$ cat config.mk
export PLATFORM = sky130hd
export DESIGN_NAME = y86_fetch_unit
export DESIGN_NICKNAME = d
export VERILOG_FILES = /design/src/rtl/y86_fetch_unit.sv
export SDC_FILE = /design/constraint.sdc
export NUM_CORES = 1
export LEC_CHECK = 0
export CORE_MARGIN = 2
export CORE_UTILIZATION = 40
export DETAILED_ROUTE_END_ITERATION = 16
export PLACE_DENSITY = 0.72
export SLEW_MARGIN = 20
export SYNTH_ARGS = -nofsm -noshare
export SYNTH_HDL_FRONTEND = slang
export SYNTH_SLANG_ARGS = --single-unit
$ cat constraint.sdc
create_clock -name clk -period 3.55 [get_ports clk]
set_input_delay 1.065 -clock clk [delete_from_list [all_inputs] [get_ports clk]]
set_output_delay 1.065 -clock clk [all_outputs]
set_load 0.01 [all_outputs]
$ cat src/rtl/y86_fetch_unit.sv
// Multi-cycle Y86-64 instruction fetch stage.
// Reads instruction bytes one at a time over a byte-wide req/ack memory port.
// It decodes icode/ifun/rA/rB/valC, computes valP, and presents the result
// with a valid/ready handshake.
// Ports:
//   clk, rst_n                  clock, async active-low reset
//   PC, start                   fetch address and request (sampled in IDLE)
//   mem_req/mem_addr            byte read request and address
//   mem_ack/mem_rdata/mem_err   read completion, data, fault
//   f_valid/f_ready             result handshake
//   icode, ifun, rA, rB, valC, valP                 decoded instruction
//   imem_error, instr_invalid, halt                 status
module y86_fetch_unit #(
  parameter int unsigned MEM_LIMIT = 1024
) (
  input  logic        clk,
  input  logic        rst_n,
  input  logic [63:0] PC,
  input  logic        start,
  output logic        mem_req,
  output logic [63:0] mem_addr,
  input  logic        mem_ack,
  input  logic [7:0]  mem_rdata,
  input  logic        mem_err,
  output logic        f_valid,
  input  logic        f_ready,
  output logic [3:0]  icode,
  output logic [3:0]  ifun,
  output logic [3:0]  rA,
  output logic [3:0]  rB,
  output logic [63:0] valC,
  output logic [63:0] valP,
  output logic        imem_error,
  output logic        instr_invalid,
  output logic        halt
);

  localparam int unsigned AW = 64;
  localparam int unsigned KW = 4;

  typedef enum logic [1:0] {IDLE, FETCH, DONE} state_t;

  // Instruction length in bytes by icode; invalid opcodes occupy one byte.
  function automatic logic [KW-1:0] instr_len(input logic [3:0] ic);
    case (ic)
      4'h0, 4'h1, 4'h9:       instr_len = KW'(1);
      4'h2, 4'h6, 4'hA, 4'hB: instr_len = KW'(2);
      4'h7, 4'h8:             instr_len = KW'(9);
      4'h3, 4'h4, 4'h5:       instr_len = KW'(10);
      default:                instr_len = KW'(1);
    endcase
  endfunction

  // Whether byte 1 is a register specifier.
  function automatic logic has_regb(input logic [3:0] ic);
    case (ic)
      4'h2, 4'h3, 4'h4, 4'h5, 4'h6, 4'hA, 4'hB: has_regb = 1'b1;
      default:                                  has_regb = 1'b0;
    endcase
  endfunction

  state_t        state_q, state_d;
  logic [AW-1:0] base_q, base_d;
  logic [KW-1:0] k_q, k_d;

  logic          mem_req_d;
  logic [AW-1:0] mem_addr_d;
  logic          f_valid_d;
  logic [3:0]    icode_d, ifun_d, rA_d, rB_d;
  logic [63:0]   valC_d, valP_d;
  logic          imem_error_d, instr_invalid_d, halt_d;

  // Shared fetch-progress decode.
  logic [3:0]    cur_icode;
  logic [KW-1:0] cur_len;
  logic          byte_ok, byte_err, no_req, last_byte;
  logic [AW-1:0] next_addr;
  logic          next_oob, start_oob;
  logic [2:0]    valc_idx;

  // Byte 0 supplies the icode in the same cycle it arrives.
  assign cur_icode = (k_q == '0) ? mem_rdata[7:4] : icode;
  assign cur_len   = instr_len(cur_icode);
  assign byte_ok   = (state_q == FETCH) && mem_req && mem_ack && !mem_err;
  assign byte_err  = (state_q == FETCH) && mem_req && mem_ack && mem_err;
  // FETCH without an outstanding request means the range check tripped.
  assign no_req    = (state_q == FETCH) && !mem_req;
  assign last_byte = byte_ok && (k_q == KW'(cur_len - KW'(1)));
  assign next_addr = base_q + AW'(k_q) + AW'(1);
  assign next_oob  = next_addr >= AW'(MEM_LIMIT);
  assign start_oob = PC >= AW'(MEM_LIMIT);
  // valC byte position follows the optional register byte.
  assign valc_idx  = 3'(k_q - (has_regb(icode) ? KW'(2) : KW'(1)));

  // State register.
  always_ff @(posedge clk or negedge rst_n) begin
    if (!rst_n) state_q <= IDLE;
    else        state_q <= state_d;
  end

  // Next-state logic.
  always_comb begin
    state_d = state_q;
    case (state_q)
      IDLE:    if (start) state_d = FETCH;
      FETCH:   if (last_byte || byte_err || no_req) state_d = DONE;
      DONE:    if (f_ready) state_d = IDLE;
      default: state_d = IDLE;
    endcase
  end

  // Next values for the registered outputs and fetch context.
  always_comb begin
    base_d          = base_q;
    k_d             = k_q;
    mem_req_d       = mem_req;
    mem_addr_d      = mem_addr;
    f_valid_d       = f_valid;
    icode_d         = icode;
    ifun_d          = ifun;
    rA_d            = rA;
    rB_d            = rB;
    valC_d          = valC;
    valP_d          = valP;
    imem_error_d    = imem_error;
    instr_invalid_d = instr_invalid;
    halt_d          = halt;
    case (state_q)
      IDLE: begin
        if (start) begin
          base_d          = PC;
          k_d             = '0;
          mem_addr_d      = PC;
          mem_req_d       = !start_oob;
          icode_d         = 4'h1;
          ifun_d          = 4'h0;
          rA_d            = 4'hF;
          rB_d            = 4'hF;
          valC_d          = '0;
          imem_error_d    = 1'b0;
          instr_invalid_d = 1'b0;
          halt_d          = 1'b0;
        end
      end
      FETCH: begin
        if (no_req || byte_err) begin
          // Faulted fetch is reported as a nop at the original PC.
          mem_req_d       = 1'b0;
          f_valid_d       = 1'b1;
          icode_d         = 4'h1;
          ifun_d          = 4'h0;
          rA_d            = 4'hF;
          rB_d            = 4'hF;
          valC_d          = '0;
          valP_d          = base_q;
          imem_error_d    = 1'b1;
          instr_invalid_d = 1'b0;
          halt_d          = 1'b0;
        end else if (byte_ok) begin
          if (k_q == '0) begin
            icode_d = mem_rdata[7:4];
            ifun_d  = mem_rdata[3:0];
          end else if (has_regb(icode) && (k_q == KW'(1))) begin
            rA_d = mem_rdata[7:4];
            rB_d = mem_rdata[3:0];
          end else begin
            valC_d[{valc_idx, 3'b000} +: 8] = mem_rdata;
          end
          if (last_byte) begin
            mem_req_d       = 1'b0;
            f_valid_d       = 1'b1;
            valP_d          = base_q + AW'(cur_len);
            instr_invalid_d = cur_icode > 4'hB;
            halt_d          = cur_icode == 4'h0;
          end else begin
            k_d        = KW'(k_q + KW'(1));
            mem_addr_d = next_addr;
            mem_req_d  = !next_oob;
          end
        end
      end
      DONE: begin
        if (f_ready) f_valid_d = 1'b0;
      end
      default: begin
        mem_req_d = 1'b0;
        f_valid_d = 1'b0;
      end
    endcase
  end

  // Registered outputs and fetch context.
  always_ff @(posedge clk or negedge rst_n) begin
    if (!rst_n) begin
      base_q        <= '0;
      k_q           <= '0;
      mem_req       <= 1'b0;
      mem_addr      <= '0;
      f_valid       <= 1'b0;
      icode         <= 4'h1;
      ifun          <= 4'h0;
      rA            <= 4'hF;
      rB            <= 4'hF;
      valC          <= '0;
      valP          <= '0;
      imem_error    <= 1'b0;
      instr_invalid <= 1'b0;
      halt          <= 1'b0;
    end else begin
      base_q        <= base_d;
      k_q           <= k_d;
      mem_req       <= mem_req_d;
      mem_addr      <= mem_addr_d;
      f_valid       <= f_valid_d;
      icode         <= icode_d;
      ifun          <= ifun_d;
      rA            <= rA_d;
      rB            <= rB_d;
      valC          <= valC_d;
      valP          <= valP_d;
      imem_error    <= imem_error_d;
      instr_invalid <= instr_invalid_d;
      halt          <= halt_d;
    end
  end

endmodule
### Word-level counts from Yosys, hierarchy flattened

Memory sizes are Yosys's and may differ from the RTL's.
Cells that the tools add are included.

* order comparisons: 3
* shift operators: 2
* eq/ne operators: 24
* reductions and logical operators: 33
* bitwise gates (word level): 2
* $add $sub $neg: 7
* multiplexer cells: 71

Operator list (count)
* $mux W64: 12
* $pmux W64 S2: 2
* $add A64 B4 Y64: 2
* $ge A64 B11 Y1 const B: 2
* $mux W4: 20
* $add A64 B1 Y64 const B: 1
* $bwmux W64: 1
* $shift A8 B8 Y64 const A: 1
* $shiftx A8 B8 Y64: 1
* $pmux W4 S2: 5
* $mux W1: 21
* $reduce_and A3 Y1: 5
* $reduce_and A5 Y1: 3
* $eq A4 B3 Y1 const B: 3
* $ne A3 B2 Y1 const B: 4
* $reduce_and A4 Y1: 3
* $ne A2 B2 Y1 const B: 5
* $eq A4 B2 Y1 const B: 2
* $eq A4 B4 Y1 const B: 2
* $logic_not A4 Y1: 2
* $mux W2: 4
* $neg A6 Y8: 1
* $logic_and A1 B1 Y1: 7
* $reduce_or A7 Y1: 1
* other kinds (20): 32

* ROM bits: 48
* bits in registers: 283
* output and inout port bits: 213
* memories: 1
* bits of input ports: 78

Memories
* (no name shown): words 16, width 3, read ports 1, clocked after Yosys merged registers in 0, wr ports 0, RTL line 45 `case (ic)`

### Longest topological paths before layout

Gate-level depths: netlist (run 1).

* depth after elaboration: 13
* mapped depth: 18

### Worst setup path after synthesis (run 1)

Ideal clock, no wire load.

* kind: in2reg
* from: input port mem_rdata[5]
* to: register valP[46]
* setup slack: -206 ps
* path buffers: 1
* cell stages on the path: 14
* arrival time: 3679 ps
* cells stage by stage: clkbuf_1 > mux2i_1 > mux2i_4 > a21oi_1 > inv_1 > ha_1 > a31oi_1 > a21oi_1 > nand2_1 > nor2_1 > nand2_1 > or3_1 > xor2_1 > a21oi_1

* cells in the longest elaborated chain, start to end: 7
* elaborated cells on any way between the ends: 11
* classes of those cells: 2 x add/sub; 1 x eq/ne; 4 x mux; 3 x reduce/logical; 1 x memory

RTL lines
* start: declaration: RTL line 23 `input logic [7:0] mem_rdata,`
* $mux W4 *
* $mem_v2 Z16 W3 *
* parallel branches: the longest is 5 deep, another holds $add A64 B4 Y64
* end signal: assignment: RTL line 220 `valP <= valP_d;`
* end: declaration: RTL line 32 `output logic [63:0] valP,`

Mark *: on every way between the ends. The select of a mux whose other input is x is not followed.
A chain may end at the register's enable or synchronous reset.

### Final worst setup path (run 1)

* from: register k_q[0]
* to: register mem_req

* cells in the longest elaborated chain, start to end: 10
* elaborated cells on any way between the ends: 14
* classes of those cells: 3 x add/sub; 1 x order compare; 1 x eq/ne; 5 x mux; 3 x reduce/logical; 1 x memory

RTL lines
* start: declaration: RTL line 64 `logic [KW-1:0] k_q, k_d;`
* start signal: assignment: RTL line 211 `k_q <= k_d;`
* parallel branches: the longest is 6 deep, another holds $add A64 B4 Y64
* $mux W1 *: RTL line 169 `if (last_byte) begin`
* $mux W1 *: RTL line 159 `end else if (byte_ok) begin`
* $mux W1 *: RTL line 146 `if (no_req || byte_err) begin`
* $pmux W1 S3 *: RTL line 128 `case (state_q)`
* end signal: assignment: RTL line 212 `mem_req <= mem_req_d;`
* end: declaration: RTL line 20 `output logic mem_req,`

Marks and branches as above.

==> results of run 1 <==
-- final timing paths --
path,to
worst max-delay path,mem_req
worst min-delay path,mem_addr[26]
worst max register to register,mem_req
worst min register to register,mem_addr[26]
min in group asynchronous,valC[54]
max in group asynchronous,valP[63]
-- where the power goes --
| group | total, mW | switching (mW) | internal [mW] |
|---|---|---|---|
| Combinational | 8.54 | 4.51 | 4.03 |
| Clock | 3.58 | 1.46 | 2.12 |
| Sequential | 5.66 | 1.31 | 4.35 |
-- layout by cell type (no fill, tap or decap), types with 8 or more instances in the layout --
| master | count |
|---|---|
| a211oi_1 | 16 |
| a21o_1 | 22 |
| a21oi_1 | 86 |
| and3_1 | 9 |
| buf_12 | 13 |
| buf_4 | 180 |
| buf_6 | 9 |
| clkbuf_16 | 42 |
| clkbuf_8 | 8 |
| clkdlybuf4s50_1 | 285 |
| dfrtp_1 | 274 |
| dfstp_2 | 9 |
| ha_1 | 11 |
| inv_1 | 19 |
| mux2_2 | 58 |
| mux2i_1 | 21 |
| nand2_1 | 228 |
| nand2b_1 | 11 |
| nand3_1 | 57 |
| nand4_1 | 43 |
| nor2_1 | 160 |
| nor3_1 | 33 |
| nor4_1 | 36 |
| o211ai_1 | 16 |
| o21ai_0 | 106 |
| o21ai_1 | 33 |
| o22a_1 | 8 |
| o31ai_1 | 10 |
| or3_1 | 13 |
| or4_1 | 8 |
| xnor2_1 | 58 |
| xor2_1 | 48 |
-- sequential cells by signal (all words and copies together), names as in the netlist --
signal         cells
base_q            64
mem_addr          64
valC              64
valP              64
icode              4
ifun               4
k_q                4
rA                 4
rB                 4
state_q            2
f_valid            1
halt               1
imem_error         1
instr_invalid      1
mem_req            1
-- what timing repair did --
action / 4_1_cts / 5_1_grt
pin swaps: 2 / 8
hold endpoints to repair: 0 / 0
gates cloned: 0 / 8
endpoints found under the setup margin: 107 / 151
gates resized for setup: 9 / 61
setup buffers: 0 / 4
-- kinds of logic after synthesis --
logic type,after synthesis,share of synthesized area (%)
buffers and inverters,129,4.11
AO/OA/AOI/OAI,347,13.8
multiplexers,84,6.12
flip-flops,283,46.6
XOR/XNOR,108,6.22
AND/OR/NAND/NOR,669,21.5
adder cells (fa/ha/maj),17,1.55
-- critical path: cells and delay by family (launching register included) --
family          cells  cell delay [ns]
flops               1             0.35
buf+inv             3             0.35
compound gates      2             0.43
fa+ha+maj           2             0.58
simple gates        6             1.67
-- routing by layer --
layer  up-vias  wire, µm  track usage, %
met4         2      2480            12.1
met1      7221     25600            39.9
met5         -        11               0
met3       134      4730            6.12
li1       6658         -               -
met2       626     28600            48.9
-- layout make-up --
| type | count | share of cell area, % |
|---|---|---|
| flip-flops and latches | 283 | 33.0 |
| clock inverters | 12 | 0.588 |
| inverters | 22 | 0.385 |
| diodes | 3 | 0.0350 |
| multi-input cells | 1225 | 36.0 |
| well taps | 511 | 2.98 |
| repair buffers | 500 | 22.3 |
| clock buffers | 48 | 4.68 |
-- through the flow --
stage | area [µm²] | instances
3_3_place_gp | 19900 | 2529
4_1_cts | 21000 | 2589
2_1_floorplan | 15200 | 1637
3_5_place_dp | 19900 | 2529
6_report | 21500 | 2604
5_1_grt | 21500 | 2601
==> flow_summary.yaml, run 1 <==
global_routing:
  track_usage_pct: 30.3
  grt_pass1_vias: 14300
  antenna_found_initial: 2
  grt_pass1_wl_um: 89100
  grt-ovfl-total: 0
  grt_start_max_net_pins: 78
finish:
  multi_input_area_um2: 7720
  fill_cells: 3329
  drive_above_1_share_pct: 19.5
  areaGrowthSynthToFinish_pct: 41.1
  post-route-util_pct: 57.1
  regArea_um2: 7090
  nNetsFinal: 2161
cts:
  cts_buffer_depth: 3
  cts_num_sinks: 283
  cts_max_level: 2
  cts_tree: "yes"
  clk_pin_slew_ns: 0.06
  clk_latency_ns: 0.56
  hold_buffers: 0
  numCtsBuffers: 34
  root_buffer: "clkbuf_16"
logic_synthesis:
  async_flop_share_pct: 100
  synth_top_area_cell: "dfrtp_1"
  ys.warnings.count: 0
  synth_cell_types: 77
  synth_common_cells: "dfrtp_1, nand2_1, nor2_1"
  synth_top_area_share_pct: 45.1
  synth-edff-count: 0
  synthFlopType: "dfrtp_1"
  netlist_instances: 1637
  yosysSeqAreaShare_pct: 46.6
  yosys.cell_count.top_type: "dfrtp_1"
  synthTopCellsByArea: "dfrtp_1, nand2_1, mux2_2"
  ys_ff_latch: 283
  synth.avg_cell_area_um2: 9.29
  syn-cell-area_um2: 15200
  syn_nets: 1732
placed_design:
  place_worst_setup_slack_ns: -0.818
  routabilityCongestion: 0.979
  dpl.hpwl_um: 46300
  io_buffers: 290
detailed_routing:
  wl_um: 61500
  dr.first_iter.drc_count: 1280
  num_vias: 14600
  ant_nets: 0
  viasPerCell: 5.62
  drc: 0
  routedWlPerCell_um: 23.6
  first_pass_iters: 6
worst_setup_path:
  cp_slowest_cell: "or4b_1"
  r2r_start: "k_q[0]"
  required_ns: 4.01
  worst_path_most_repeated_cell: "buf_4"
  crit_path_start_kind: "register"
  setup.worst_path.start: "k_q[0]"
  worstPathMaxFanout: 3
  worstSetupEndpointType: "register"
  crit_type: "reg -> reg"
  reg2reg_slack_ns: 0.07
  worstRegToRegCells: 13
  crit_chain: "inv_2, buf_4, ha_1, fa_1, nand2b_1, buf_4, a21o_1, or4b_1, nand3_1, nand4_1, nor4_2, nand4b_1, o31ai_1"
  worst-endpoint-arrival_ns: 3.94
  slowest_delay_ns: 0.52
floorplan:
  die_x_um: 199
  ioPinCount: 291
  design.core.area_um2: 37600
  die_area_um2: 39600
  rows: 71
  start_util_pct: 40.5
  die_h_um: 199
timing:
  finalHoldViolations: 0
  worst_hold_slack_ns: 0.472
  fin_ws_ns: 0.0698
  slew_viol_final: 0
  fin_tns_setup_ns: 0
  fin_skew_ns: 0.0220
  fin_crit_ns: 3.48
  fmax_mhz: 287
  max-slew-margin-rel_pct: 52.4
  tightestPinTransition_ns: 0.713
  fin_crit_sh_pct: 98.0
  finalSetupViolations: 0
run_status:
  outcome: "finished clean"
min_path:
  hp-class: "reg -> reg"
  hp-start: "mem_addr[26]"
  hold_depth: 2
run:
  cap_violations: 0
power_and_ir_drop:
  irDropWorstVdd_uv: 507
  leakagePower_nw: 8.70
  totalPowerFinal_mw: 17.8
  power_density_nw_per_um2: 828
Note: power is estimated with default switching activity, not from simulation.
==> run 2: changes to the inputs <==
--- a/config.mk
+++ b/config.mk
@@ -8,6 +8,7 @@
 export CORE_MARGIN = 2
 export CORE_UTILIZATION = 40
 export DETAILED_ROUTE_END_ITERATION = 16
+export GPL_TIMING_DRIVEN = 1
 export PLACE_DENSITY = 0.72
 export SLEW_MARGIN = 20
 export SYNTH_ARGS = -nofsm -noshare
==> results of run 2 <==
The final DEF is identical to that of run 1; final timing and power are the same.
==> run 3: changes to the inputs <==
--- a/config.mk
+++ b/config.mk
@@ -6,10 +6,10 @@
 export NUM_CORES = 1
 export LEC_CHECK = 0
 export CORE_MARGIN = 2
-export CORE_UTILIZATION = 40
+export CORE_UTILIZATION = 48
 export DETAILED_ROUTE_END_ITERATION = 16
 export GPL_TIMING_DRIVEN = 1
-export PLACE_DENSITY = 0.72
+export PLACE_DENSITY = 0.83
 export SLEW_MARGIN = 20
 export SYNTH_ARGS = -nofsm -noshare
 export SYNTH_HDL_FRONTEND = slang
==> run 3 against run 2 <==
- die area fell by 16%
- fmax rose by 0.14%
- highest routed layer is now met4
- combinational power fell by 2%
- sequential share of layout area rose by 0.76 points
- largest power group unchanged
- setup slack improved by 0.0047 ns
- largest cell class unchanged
- critical path depth rose by 1
==> flow_summary.yaml, run 3 (same netlist as run 1, synthesis figures left out) <==
timing:
  finalHoldViolations: 0
  finalSetupViolations: 0
  fin_crit_sh_pct: 97.9
  fin_skew_ns: 0.0145
  fin_crit_ns: 3.48
  tightestPinTransition_ns: 0.724
  fin_ws_ns: 0.0746
  max-slew-margin-rel_pct: 51.5
  fmax_mhz: 288
  slew_viol_final: 0
cts:
  hold_buffers: 0
  numCtsBuffers: 29
  root_buffer: "clkbuf_16"
  cts_buffer_depth: 3
  cts_num_sinks: 283
  clk_latency_ns: 0.56
  clk_pin_slew_ns: 0.06
  cts_tree: "yes"
  cts_max_level: 1
min_path:
  hp-class: "reg -> reg"
placed_design:
  routabilityCongestion: 1.02
  dpl.hpwl_um: 44800
  io_buffers: 290
  place_worst_setup_slack_ns: -0.959
  placed_cells: 2410
power_and_ir_drop:
  clkPwrFrac_pct: 17.7
  p_sw_mw: 7.05
  combPwrFrac_pct: 49.4
  leakagePower_nw: 8.49
  irDropWorstVdd_uv: 489
  power_density_nw_per_um2: 808
  internal_power_mw: 9.91
  swShare_pct: 41.6
  p_seq_share_pct: 33.0
detailed_routing:
  dr.first_iter.drc_count: 1534
  drc: 0
  viasPerCell: 6.09
  first_pass_iters: 6
  ant_nets: 0
  wl_um: 58300
  num_vias: 15000
  routedWlPerCell_um: 23.6
finish:
  final_cells: 2468
  nNetsFinal: 2140
  final_cell_mix: "clkdlybuf4s50_1, dfrtp_1, nand2_1"
  areaGrowthSynthToFinish_pct: 38.0
  layout_commonest_cell: "clkdlybuf4s50_1"
  fill_cells: 2425
  drive_above_1_share_pct: 19.4
  diodes: 0
worst_setup_path:
  crit_type: "in -> reg"
  worstSetupEndpointType: "register"
  worst-endpoint-arrival_ns: 3.89
  required_ns: 3.96
  crit_path_start_kind: "input port"
  worstPathMaxFanout: 5
global_routing:
  grt-ovfl-total: 0
  track_usage_pct: 34.9
  grt_pass1_vias: 14900
  antenna_found_initial: 0
  grt_start_max_net_pins: 72
  grt_pass1_wl_um: 88900
run:
  cap_violations: 0
floorplan:
  start_util_pct: 48.5
  die_area_um2: 33100
  die_h_um: 182
  ioPinCount: 291
  die_x_um: 182
  design.core.area_um2: 31400
  rows: 65
run_status:
  outcome: "finished clean"
[run 3: cell types whose count changed in the layout (fill, tap and decap cells not counted), sizes merged, moves of 3 or more]
cell	previous run	this run
clkbuf	58	34
buf	204	194
clkinvlp	2	6
clkinv	7	10
diode	3	0
dlygate4sd2	0	3
[run 3: layout make-up]
class	instances	area (µm²)	area share, %
Multi-Input combinational cell	1226	7890	37.6
Sequential cell	283	7100	33.8
Timing Repair Buffer	483	4500	21.5
Clock buffer	34	764	3.64
Tap cell	402	503	2.40
Clock inverter	18	163	0.775
Inverter	22	82.6	0.393
[run 3: worst paths after layout]
kind,cells past startpoint,from,slack (ns),to
min,2,mem_addr[50],0.47,mem_addr[50]
max in group asynchronous,2,rst_n,2.25,mem_addr[12]
max reg2reg,15,k_q[1],0.08,valP[12]
min reg2reg,2,mem_addr[50],0.47,mem_addr[50]
max,14,mem_rdata[5],0.07,valP[12]
min in group asynchronous,1,rst_n,0.49,valC[19]
[run 3: per-stage QoR]
| step | utilization, % | area [µm²] | TNS, ns | power, mW | hold WS (ns) |
|---|---|---|---|---|---|
| after floorplan | - | 15200 | -0.000643 | 9.55 | 0.478 |
| after global placement | 62.6 | 19700 | -82.26 | 13.4 | 0.460 |
| after detailed placement | 62.6 | 19700 | -88.92 | 13.5 | 0.462 |
| after CTS | 66.0 | 20700 | 0 | 16.7 | 0.475 |
| after global routing | 66.9 | 21000 | -0.0914 | 17.8 | 0.501 |
| final | 66.9 | 21000 | 0 | 17.0 | 0.474 |
[run 3: critical path: stages]
cell,delay [ns]
dlygate4sd2_1,0.28
a21o_1,0.20
a21o_1,0.21
o21a_1,0.22
ha_1,0.23
fa_1,0.41
a31oi_2,0.21
a21oi_4,0.07
nand2_2,0.14
buf_4,0.14
nor2_2,0.04
buf_6,0.14
o211ai_1,0.39
o21ai_1,0.13
[run 3: repair_timing]
action	4_1_cts	5_1_grt
cloned	1	0
pin swaps	5	18
resized for setup	21	65
buffers inserted	3	2
endpoints found under the setup margin	69	162
[run 3: metal layers]
metal	track usage, %	share of wire, %
met3	5.80	9.2
met1	46.2	39
met2	57.3	47
met4	14.2	4.5
met5	0	0
[run 3: power by group through the flow]
| stage | combinational, mW | clock, mW | sequential (mW) |
|---|---|---|---|
| after global placement | 7.81 | 0 | 5.55 |
| after detailed placement | 7.97 | 0 | 5.56 |
| final | 8.38 | 3.00 | 5.59 |
| after floorplan | 4.23 | 0 | 5.32 |
| after CTS | 8.11 | 3.03 | 5.54 |
| after global routing | 8.92 | 3.17 | 5.70 |
